<file path="config.mk">
export PLATFORM = sky130hd
export DESIGN_NAME = hazard_ctrl
export DESIGN_NICKNAME = d
export VERILOG_FILES = /design/src/rtl/hazard_ctrl.sv
export SDC_FILE = /design/constraint.sdc
export NUM_CORES = 1
export LEC_CHECK = 0
export BUFFER_PORTS_ARGS = -buffer_cell sky130_fd_sc_hd__buf_2
export CORE_UTILIZATION = 50
export DETAILED_ROUTE_END_ITERATION = 7
export PLACE_DENSITY = 0.81
export RECOVER_POWER = 25
export SLEW_MARGIN = 5
export SYNTH_ARGS = -nofsm -noshare
export SYNTH_HDL_FRONTEND = slang
export SYNTH_SLANG_ARGS = --single-unit
</file>
<file path="constraint.sdc">
create_clock -name clk -period 2.4 [get_ports clk]
set_clock_uncertainty 0.2 [all_clocks]
set_input_delay 0.48 -clock clk [delete_from_list [all_inputs] [get_ports clk]]
set_output_delay 0.48 -clock clk [all_outputs]
set_load 0.005 [all_outputs]
</file>
<file path="src/rtl/hazard_ctrl.sv">
// Pipeline hazard and stall controller for the 5-stage RISC-V core.
// It produces the EX-stage operand forwarding selects. It detects load-use
// hazards and control-flow flushes, and freezes the pipeline while the data
// memory inserts wait states. If the memory keeps the pipeline frozen too
// long, a timeout FSM latches a sticky fault that only reset clears.
// Saturating counters record stall cycles and taken-control flushes.
module hazard_ctrl #(
    parameter int CNT_W       = 16,
    parameter int MEM_TIMEOUT = 8,
    parameter int TO_W        = 4
) (
    input  logic             clk,
    input  logic             reset,
    input  logic [4:0]       Rs1D,
    input  logic [4:0]       Rs2D,
    input  logic [4:0]       Rs1E,
    input  logic [4:0]       Rs2E,
    input  logic [4:0]       RdE,
    input  logic [4:0]       RdM,
    input  logic [4:0]       RdW,
    input  logic [1:0]       ResultSrcE,
    input  logic             RegWriteM,
    input  logic             RegWriteW,
    input  logic             PCSrcE,
    input  logic             MemReqM,
    input  logic             MemAckM,
    output logic [1:0]       ForwardAE,
    output logic [1:0]       ForwardBE,
    output logic             StallF,
    output logic             StallD,
    output logic             StallE,
    output logic             StallM,
    output logic             FlushD,
    output logic             FlushE,
    output logic             FlushW,
    output logic             MemErr,
    output logic [CNT_W-1:0] StallCycles,
    output logic [CNT_W-1:0] FlushCount
);

    // States of the data-memory wait tracker.
    typedef enum logic [1:0] {
        IDLE  = 2'b00,
        WAIT  = 2'b01,
        ERROR = 2'b10
    } mem_state_t;

    // Encodings of the EX operand mux select.
    localparam logic [1:0] FWD_RF  = 2'b00;
    localparam logic [1:0] FWD_WB  = 2'b01;
    localparam logic [1:0] FWD_MEM = 2'b10;

    // A ResultSrcE value of 01 marks the instruction in Execute as a load.
    localparam logic [1:0] RESULT_LOAD = 2'b01;

    localparam logic [TO_W-1:0]  WAIT_LAST = TO_W'(MEM_TIMEOUT - 1);
    localparam logic [CNT_W-1:0] CNT_MAX   = {CNT_W{1'b1}};

    mem_state_t      state;
    mem_state_t      state_next;
    logic [TO_W-1:0] wait_cnt;
    logic [TO_W-1:0] wait_cnt_next;
    logic            mem_err_q;
    logic            mem_err_next;

    logic            lw_stall;
    logic            mem_stall;
    logic            any_stall;
    logic            branch_flush;

    // Hazard detection. A load in Execute whose destination feeds either
    // Decode source cannot forward in time, so Decode must wait a cycle.
    // Writes to x0 are ignored because x0 is hard-wired to zero. A pending
    // memory access that is not acknowledged this cycle freezes the pipeline.
    // Once the fault is latched, the frozen state comes from ERROR and no
    // longer from the handshake.
    always_comb begin
        lw_stall  = (ResultSrcE == RESULT_LOAD) && (RdE != 5'd0) &&
                    ((RdE == Rs1D) || (RdE == Rs2D));
        mem_stall = (state != ERROR) && MemReqM && !MemAckM;
    end

    // Forwarding selects for both EX operands. The Memory stage holds the
    // youngest result, so it takes priority over Writeback. During reset the
    // muxes fall back to the register file so nothing stale is injected.
    always_comb begin
        ForwardAE = FWD_RF;
        ForwardBE = FWD_RF;
        if (!reset) begin
            if (RegWriteM && (RdM != 5'd0) && (RdM == Rs1E)) begin
                ForwardAE = FWD_MEM;
            end else if (RegWriteW && (RdW != 5'd0) && (RdW == Rs1E)) begin
                ForwardAE = FWD_WB;
            end
            if (RegWriteM && (RdM != 5'd0) && (RdM == Rs2E)) begin
                ForwardBE = FWD_MEM;
            end else if (RegWriteW && (RdW != 5'd0) && (RdW == Rs2E)) begin
                ForwardBE = FWD_WB;
            end
        end
    end

    // Next-state logic of the memory wait tracker. The counter holds the
    // number of stalled edges already taken. When the last allowed stalled
    // cycle still sees no acknowledge, the FSM latches the fault instead of
    // waiting any longer.
    always_comb begin
        state_next    = state;
        wait_cnt_next = wait_cnt;
        mem_err_next  = mem_err_q;
        unique case (state)
            IDLE: begin
                if (mem_stall) begin
                    state_next    = WAIT;
                    wait_cnt_next = TO_W'(1);
                end
            end
            WAIT: begin
                if (!mem_stall) begin
                    state_next    = IDLE;
                    wait_cnt_next = '0;
                end else if (wait_cnt == WAIT_LAST) begin
                    state_next   = ERROR;
                    mem_err_next = 1'b1;
                end else begin
                    wait_cnt_next = wait_cnt + TO_W'(1);
                end
            end
            ERROR: begin
                state_next   = ERROR;
                mem_err_next = 1'b1;
            end
            default: begin
                state_next    = IDLE;
                wait_cnt_next = '0;
            end
        endcase
    end

    // State register of the memory wait tracker. Reset returns it to IDLE
    // from any state, including mid-wait and ERROR, and clears the fault.
    always_ff @(posedge clk) begin
        if (reset) begin
            state     <= IDLE;
            wait_cnt  <= '0;
            mem_err_q <= 1'b0;
        end else begin
            state     <= state_next;
            wait_cnt  <= wait_cnt_next;
            mem_err_q <= mem_err_next;
        end
    end

    // Pipeline control outputs in priority order: reset, latched fault,
    // memory wait, then normal hazards. A fault or a memory wait freezes
    // every stage and bubbles Writeback so no instruction retires twice.
    // Decode and Execute are not flushed while frozen, so a pending branch
    // or load-use in Execute takes effect in the first cycle after release.
    always_comb begin
        StallF = 1'b0;
        StallD = 1'b0;
        StallE = 1'b0;
        StallM = 1'b0;
        FlushD = 1'b0;
        FlushE = 1'b0;
        FlushW = 1'b0;
        if (reset) begin
            FlushD = 1'b1;
            FlushE = 1'b1;
            FlushW = 1'b1;
        end else if ((state == ERROR) || mem_stall) begin
            StallF = 1'b1;
            StallD = 1'b1;
            StallE = 1'b1;
            StallM = 1'b1;
            FlushW = 1'b1;
        end else begin
            StallF = lw_stall;
            StallD = lw_stall;
            FlushD = PCSrcE;
            FlushE = lw_stall | PCSrcE;
        end
    end

    // Event qualifiers for the performance counters. A control flush counts
    // only when the branch really flushes Decode, not during reset or while
    // the pipeline is frozen.
    always_comb begin
        any_stall    = StallF | StallD | StallE | StallM;
        branch_flush = FlushD && !reset;
    end

    // Performance counters. They saturate at all-ones rather than wrapping,
    // so a large reading is never mistaken for a small one.
    always_ff @(posedge clk) begin
        if (reset) begin
            StallCycles <= '0;
            FlushCount  <= '0;
        end else begin
            if (any_stall && (StallCycles != CNT_MAX)) begin
                StallCycles <= StallCycles + CNT_W'(1);
            end
            if (branch_flush && (FlushCount != CNT_MAX)) begin
                FlushCount <= FlushCount + CNT_W'(1);
            end
        end
    end

    // The fault flag seen by software is the latched fault bit.
    always_comb begin
        MemErr = mem_err_q;
    end

endmodule

</file>
==> impl_metrics.tcl, run 1 <==
set metrics [dict create \
    status "finished, violations left" \
    violations "DRC, setup timing" \
    fin_crit_sh_pct 102 \
    drt_pass1_iterations 8 \
    synth_top_family_by_area "simple AND/OR/NAND/NOR gates" \
    min_period_ps 2450 \
    power_leakage_nw 1.25 \
    yosys.area_share.simple_pct 30.7 \
    routabilityCongestion 1.02 \
    num_antenna_cells 0 \
    routed_via_density 5.51 \
    vias 2368 \
    muxShareOfSynthArea_pct 2.41 \
    dr_wl_met3_microns 263 \
    synthesis.area_sq_um 2390 \
    critical_path_class "in -> out" \
    power.density_nw_per_um2 422 \
    clock-root-buffer "clkbuf_8" \
    preCtsSetupSlack_ps -150 \
    max_freq_mhz 408 \
    port_buffers 87 \
    initial_core_util_pct 53.4 \
    cts.sinks 39 \
    grt_remaining_overflow 0 \
    slew_viol_final 0 \
    ys_warn_count 0 \
    ff_latch_area_sq_um 782 \
    drive_gt1_share_pct 33.1 \
    route.top_layer_used "met4" \
    fin_nets 424 \
    clk_pin_slew_ps 80 \
    core_area_sq_um 4470 \
    route.met2.wl_microns 2830 \
    crit_required_ps 1720 \
    max_cap_violations 0 \
    critical_path.most_common_cell "buf_2" \
    cts_buffers 5 \
    cts_hold_buf 0 \
    chipHeight_microns 71.1 \
    ys_top_cells_by_count "39 x dfxtp_1, 35 x nor2_1, 25 x xor2_1" \
    routed_wl_microns 5570 \
    synthXorXnorAreaFrac_pct 17.2 \
    hold_viol_final 0 \
    rsz0062_at_grt "yes" \
    setup_violations 1 \
    synth_compound_area_share_pct 12.9 \
    drcViolationCount 2 \
    ys.flop_type "dfxtp_1" \
    cp_cell_sequence "buf_2, xor2_1, or4_4, nor4_4, buf_2" \
    ys_seq_elements 39 \
    fillCellCount 363 \
    crit_path_max_fanout 2 \
    grt_usage_pct 22.9 \
    synth_area_leaders "dfxtp_1 33%, xor2_1 9.2%, xnor2_1 8.1%" \
    endpoint_kind "output pin" \
    finalPower_mw 1.30 \
    cts_tree "done" \
    die_x_microns 71.1 \
    holdCritPathClass "reg -> reg" \
    worst_path_max_delay_cell "or4_4" \
    ys_seq_area_share_pct 32.7 \
    grt_pass1_vias 2161 \
    synth_fa_ha_area_share_pct 1.57 \
    synth_nets 325 \
    multi_input_area_sq_um 1610 \
    dp_hpwl_microns 4270 \
    yosys.area.top_type_share_pct 32.7 \
    synth_edf_count 0 \
    m1WireLength_microns 2430 \
    cp_slowest_stage_delay_ps 550 \
    clockBufferDepth 2 \
    antenna_found_initial 0 \
    tightest_slew_ps 430 \
    start_kind "primary input" \
    cts_max_level 2 \
    clk_latency_ps 290 \
    grt_max_degree 31 \
    grt_pass1_wl_microns 9270 \
    ios 88 \
    syn_to_final_growth_pct 29.4 \
    die_area_sq_um 5060 \
    async_flop_share_pct 0 \
    synth.largest_area_cell "dfxtp_1" \
    synthCells 278 \
    antenna_left 0 \
    setup_slack_ps -49.0 \
    rows 24 \
    wire_per_inst_microns 12.9 \
    ys_types 50 \
    drtIter0Drc 58 \
    cp.arrival_ps 1770 \
    slew_headroom_pct 71.3 \
    synth_most_common_cell "dfxtp_1" \
    ir_drop_mv 0.321 \
    avgSynthCellArea_sq_um 8.59 \
    hold_slack_ps 248 \
]
==> metal layers <==
layer | global-route usage (%) | up-vias
met5 | 0 | -
met3 | 6.27 | 5
met1 | 26.6 | 1113
met2 | 40.9 | 57
met4 | 6.89 | 0
li1 | - | 1193
==> registers in the layout (all words and copies together), names as in the netlist <==
signal,cells
wait_cnt,4
state,2
FlushCount,16
MemErr,1
StallCycles,16
==> cell usage in the layout, fill, tap and decap left out, types with 9 or more instances in the layout <==
cell type,instances
a21oi_1,16
buf_2,79
buf_4,14
dfxtp_1,38
nand2_1,20
nand3_1,13
nand4_1,9
nor2_1,35
o21ai_0,9
xnor2_1,22
xor2_1,25
==> through the flow <==
| step | instances | util [%] | setup TNS, ps | instance area [sq um] |
|---|---|---|---|---|
| 2_1_floorplan | 278 | - | 0 | 2390 |
| 3_3_place_gp | 420 | 65.4 | -154 | 2930 |
| 3_5_place_dp | 420 | 65.4 | -255 | 2930 |
| 4_1_cts | 428 | 67.9 | -0.727 | 3040 |
| 5_1_grt | 430 | 69.1 | -102 | 3090 |
| 6_report | 430 | 69.1 | -49.0 | 3090 |
==> final timing paths <==
| path | start | to | slack, ps | cells after the start |
|---|---|---|---|---|
| min | MemErr | MemErr | 250 | 2 |
| min reg2reg | MemErr | MemErr | 250 | 2 |
| max reg2reg | StallCycles[0] | StallCycles[11] | 110 | 7 |
| max | Rs1E[1] | ForwardAE[0] | -50 | 5 |
==> cell type report <==
cell class | count | share of cell area, %
well taps | 52 | 2.11
repair buffers | 100 | 17.3
inverters | 4 | 0.486
clock inverters | 2 | 0.405
flip-flops and latches | 39 | 25.3
multi-input cells | 227 | 52.1
clock buffers | 6 | 2.35
==> what timing repair did <==
action | in CTS | in global routing
setup endpoints to repair | 2 | 6
resized for setup | 6 | 9
pin swaps | 5 | 2
setup buffers | 0 | 2
==> cells by family after synthesis <==
family / after synthesis
compound gates: 44
xor+xnor: 47
fa+ha+maj: 3
buf+inv: 12
flops: 39
mux: 5
simple gates: 128
==> where the power goes <==
part / leakage [nW] / total [mW] / internal [mW] / switching, mW
Sequential: 0.315 / 0.662 / 0.653 / 0.00845
Combinational: 0.895 / 0.210 / 0.104 / 0.106
Clock: 0.0412 / 0.433 / 0.203 / 0.230
Total: 1.25 / 1.30 / 0.960 / 0.344
==> critical path: cells and delay by family <==
| family | cells | cell delay (ps) |
|---|---|---|
| xor gates and xnor gates | 1 | 140 |
| buffers and inverters | 2 | 280 |
| and+or+nand+nor | 2 | 870 |
Note: power is estimated with default switching activity, not from simulation.
==> run 2: changes to the inputs <==
SETUP_SLACK_MARGIN = 0.1   (was default)
==> impl_metrics.tcl, run 2 (synthesis gave the netlist of run 1 again) <==
set metrics [dict create \
    vias 2406 \
    clock-root-buffer "clkbuf_8" \
    crit_path_max_fanout 3 \
    cts_tree "done" \
    clk_latency_ps 300 \
    power_leakage_nw 1.29 \
    final_common_cell "buf_2" \
    cts.sinks 39 \
    num_antenna_cells 0 \
    grt_usage_pct 23.7 \
    die_x_microns 71.1 \
    antenna_left 0 \
    drive_gt1_share_pct 34.6 \
    port_buffers 87 \
    grt_pass1_wl_microns 9600 \
    min_period_ps 2510 \
    routed_wl_microns 5850 \
    dp.cells 420 \
    fin_crit_sh_pct 105 \
    cts_buffers 5 \
    worstReg2RegEnd "StallCycles[12]" \
    r2r_slack_ps 170 \
    max_freq_mhz 398 \
    cts_max_level 2 \
    hold_viol_final 0 \
    initial_core_util_pct 53.4 \
    fin_nets 428 \
    start_kind "primary input" \
    reg_top3 "FlushCount: 16 flops, StallCycles: 16 flops, wait_cnt: 4 flops" \
    r2r-start "StallCycles[0]" \
    syn_to_final_growth_pct 32.7 \
    core_area_sq_um 4470 \
    cp.arrival_ps 1830 \
    die_area_sq_um 5060 \
    hold_slack_ps 251 \
    violations "DRC, setup timing" \
    drtIter0Drc 76 \
    clockBufferDepth 2 \
    final_util_pct 70.8 \
    mostFrequentLayoutCells "74 x buf_2, 38 x dfxtp_1, 33 x nor2_1" \
    routabilityCongestion 1.02 \
    crit_required_ps 1720 \
    critical_path_class "in -> out" \
    clk_pin_slew_ps 80 \
    endpoint_kind "output pin" \
    routed_via_density 5.54 \
    grt_max_degree 31 \
    ir_drop_mv 0.326 \
    whs_path_depth 2 \
    dp_hpwl_microns 4270 \
    status "finished, violations left" \
    chipHeight_microns 71.1 \
    grt_pass1_vias 2222 \
    tightest_slew_ps 429 \
    rows 24 \
    slew_viol_final 0 \
    holdCritPathClass "reg -> reg" \
    wire_per_inst_microns 13.5 \
    hp-start "MemErr" \
    drcViolationCount 2 \
    setup_slack_ps -110 \
    ios 88 \
    antenna_found_initial 0 \
    drt_pass1_iterations 6 \
    max_cap_violations 0 \
    setup_violations 1 \
    hold-path-endpoint "MemErr" \
    instances_no_fill 434 \
    cts_hold_buf 0 \
    grt_remaining_overflow 0 \
    power.density_nw_per_um2 418 \
    worst-r2r-cell-count 7 \
    rsz0062_at_grt "yes" \
    slew_headroom_pct 71.4 \
]
[run 2: timing repair]
action                     in CTS  in global routing
pin swaps                      11                  3
gates resized for setup        15                 12
buffers inserted                0                  5
setup endpoints to repair       7                 17
cloned                          0                  1
[run 2: worst max-delay path by stage]
stage                start            to  slack [ps]
global placement    RdM[1]  ForwardBE[0]         -80
CTS                 RdM[4]  ForwardAE[0]          20
detailed placement  RdM[1]  ForwardAE[0]        -150
finish              RdM[4]  ForwardBE[0]        -110
floorplan           RdM[1]  ForwardAE[0]         110
global route        RdM[4]  ForwardBE[0]         -80
[run 2: through the flow]
stage	TNS (ps)	setup slack (ps)	total power, mW	cell area [sq um]
final	-110	-110	1.33	3170
after CTS	0	16.9	1.31	3080
after floorplan	0	106	0.782	2390
after detailed placement	-255	-150	0.871	2930
after global routing	-152	-81.8	1.38	3170
after global placement	-154	-83.5	0.867	2930
[run 2: power breakdown]
| group | total, mW | internal (mW) | switching (mW) |
|---|---|---|---|
| combinational | 0.223 | 0.114 | 0.109 |
| clock | 0.441 | 0.203 | 0.238 |
| sequential | 0.662 | 0.653 | 0.00859 |
[run 2: layout make-up]
| type | instances | area [sq um] |
|---|---|---|
| Clock inverter | 2 | 12.5 |
| Inverter | 4 | 15.0 |
| Clock buffer | 6 | 72.6 |
| Fill cell | 352 | 1310 |
| Tap cell | 52 | 65.1 |
| Multi-Input combinational cell | 228 | 1640 |
| Sequential cell | 39 | 782 |
| Timing Repair Buffer | 103 | 584 |
[run 2: critical path: stages]
cell	delay, ps
buf_6	90
or4_4	540
o21ai_4	190
nor3_1	70
nor4_1	260
buf_2	200
[run 2: layer usage]
metal	GRT usage, %	wire [microns]	vias up
met4	8.22	84	0
met3	6.27	259	9
met1	27.7	2560	1133
met2	41.9	2940	62
li1	-	-	1202
met5	0	0	-
==> run 3: changes to the inputs <==
CORE_ASPECT_RATIO = 0.9   (was default)
PLACE_DENSITY = 0.83   (was 0.81)
SETUP_SLACK_MARGIN = default   (was 0.1)
==> impl_metrics.tcl, run 3 (synthesis gave the netlist of run 1 again) <==
set metrics [dict create \
    path_buf_inv 2 \
    slew_viol_final 0 \
    fin_crit_sh_pct 104 \
    vias 2358 \
    endpoint_kind "output pin" \
    routed_via_density 5.38 \
    slew_headroom_pct 72.1 \
    setup_violations 3 \
    use_met3_pct 5.97 \
    drtIter0Drc 184 \
    cts_max_level 2 \
    instances_no_fill 438 \
    num_antenna_cells 0 \
    final_util_pct 69.1 \
    rsz0062_at_grt "yes" \
    rows 23 \
    preCtsSetupSlack_ps -148 \
    cts_tree "done" \
    tightest_slew_ps 419 \
    critical_path.most_common_cell "buf_2" \
    grtUsageMet1_pct 28.7 \
    syn_to_final_growth_pct 30.6 \
    cp_slowest_stage_delay_ps 530 \
    cts_buffers 5 \
    clk_latency_ps 300 \
    busiest_layer "met2" \
    clock-root-buffer "clkbuf_8" \
    hold_slack_ps 243 \
    finalPower_mw 1.37 \
    r2r_slack_ps 140 \
    routabilityCongestion 0.959 \
    grt_usage_pct 25.1 \
    grt_max_degree 36 \
    cp.arrival_ps 1810 \
    drive_gt1_share_pct 31.6 \
    worst_path_max_delay_cell "or4_4" \
    fin_nets 422 \
    drt_pass1_iterations 4 \
    wire_per_inst_microns 14.1 \
    critPathTopFamily "simple AND/OR/NAND/NOR gates" \
    grt_pass1_vias 2227 \
    antenna_left 0 \
    ios 88 \
    dp_hpwl_microns 4500 \
    drcViolationCount 0 \
    reg_top3 "FlushCount: 16 flops, StallCycles: 16 flops, wait_cnt: 4 flops" \
    cp_cell_sequence "buf_2, or4_4, o21ai_4, nor3_4, nor4_2, buf_2" \
    core_area_sq_um 4520 \
    start_kind "primary input" \
    antenna_found_initial 0 \
    hold_viol_final 0 \
    mostFrequentLayoutCells "73 x buf_2, 38 x dfxtp_1, 35 x nor2_1" \
    crit_path_max_fanout 2 \
    grt_remaining_overflow 0 \
    status "finished, violations left" \
    port_buffers 87 \
    ir_drop_mv 0.357 \
    clockBufferDepth 2 \
    die_area_sq_um 5060 \
    min_period_ps 2490 \
    grt_pass1_wl_microns 9590 \
    cts.sinks 39 \
    power.density_nw_per_um2 440 \
    die_x_microns 74.9 \
    crit_required_ps 1720 \
    initial_core_util_pct 52.9 \
    critical_path_class "in -> out" \
    grt_util_met2_pct 44.4 \
    max_cap_violations 0 \
    dp.cells 429 \
    chipHeight_microns 67.6 \
    final_common_cell "buf_2" \
    max_freq_mhz 402 \
    holdCritPathClass "reg -> reg" \
    setup_slack_ps -85.3 \
    violations "setup timing" \
    clk_pin_slew_ps 80 \
    routed_wl_microns 6150 \
    power_leakage_nw 1.25 \
]
==> run 3: final cells by class <==
cell class,count,area [sq um]
multi-input combinational,227,1610
sequential,39,782
timing repair buffer,98,534
tap,62,77.6
clock buffer,8,100
inverter,4,15.0
fill,381,1400
==> run 3: what timing repair did <==
action	CTS	global route
hold buffers	0	0
resized for setup	7	12
hold endpoints to repair	0	0
endpoints found under the setup margin	2	7
gates cloned	0	0
pin swaps	8	6
buffers inserted	1	1
==> run 3: path summary, 6_finish.rpt <==
check / start / endpoint / cells past startpoint
max: RdM[2] / ForwardAE[0] / 6
min: MemErr / MemErr / 2
max reg2reg: StallCycles[0] / StallCycles[11] / 7
min reg2reg: MemErr / MemErr / 2
==> run 3: power breakdown <==
| part | total, mW | internal, mW | switching, mW |
|---|---|---|---|
| clock | 0.491 | 0.262 | 0.229 |
| sequential | 0.662 | 0.653 | 0.00884 |
| combinational | 0.219 | 0.105 | 0.113 |
==> run 3: per-layer routing <==
| metal | vias to the layer above | wire [microns] |
|---|---|---|
| met5 | - | 0 |
| met2 | 64 | 3180 |
| met1 | 1099 | 2570 |
| li1 | 1186 | - |
| met3 | 9 | 314 |
| met4 | 0 | 96 |
==> run 3: tightest hold or removal path, delay by kind of cell, from the launching register on <==
| family | cells | cell delay [ps] |
|---|---|---|
| AOI/OAI and AO/OA | 1 | 50 |
| buffers and inverters | 1 | 40 |
| DFF | 1 | 310 |
==> run 3: per-stage QoR <==
stage                     instance area, sq um  TNS [ps]
after floorplan                           2390         0
final                                     3120      -144
after detailed placement                  2930      -271
after CTS                                 3070         0
after global routing                      3120      -314
after global placement                    2930      -142
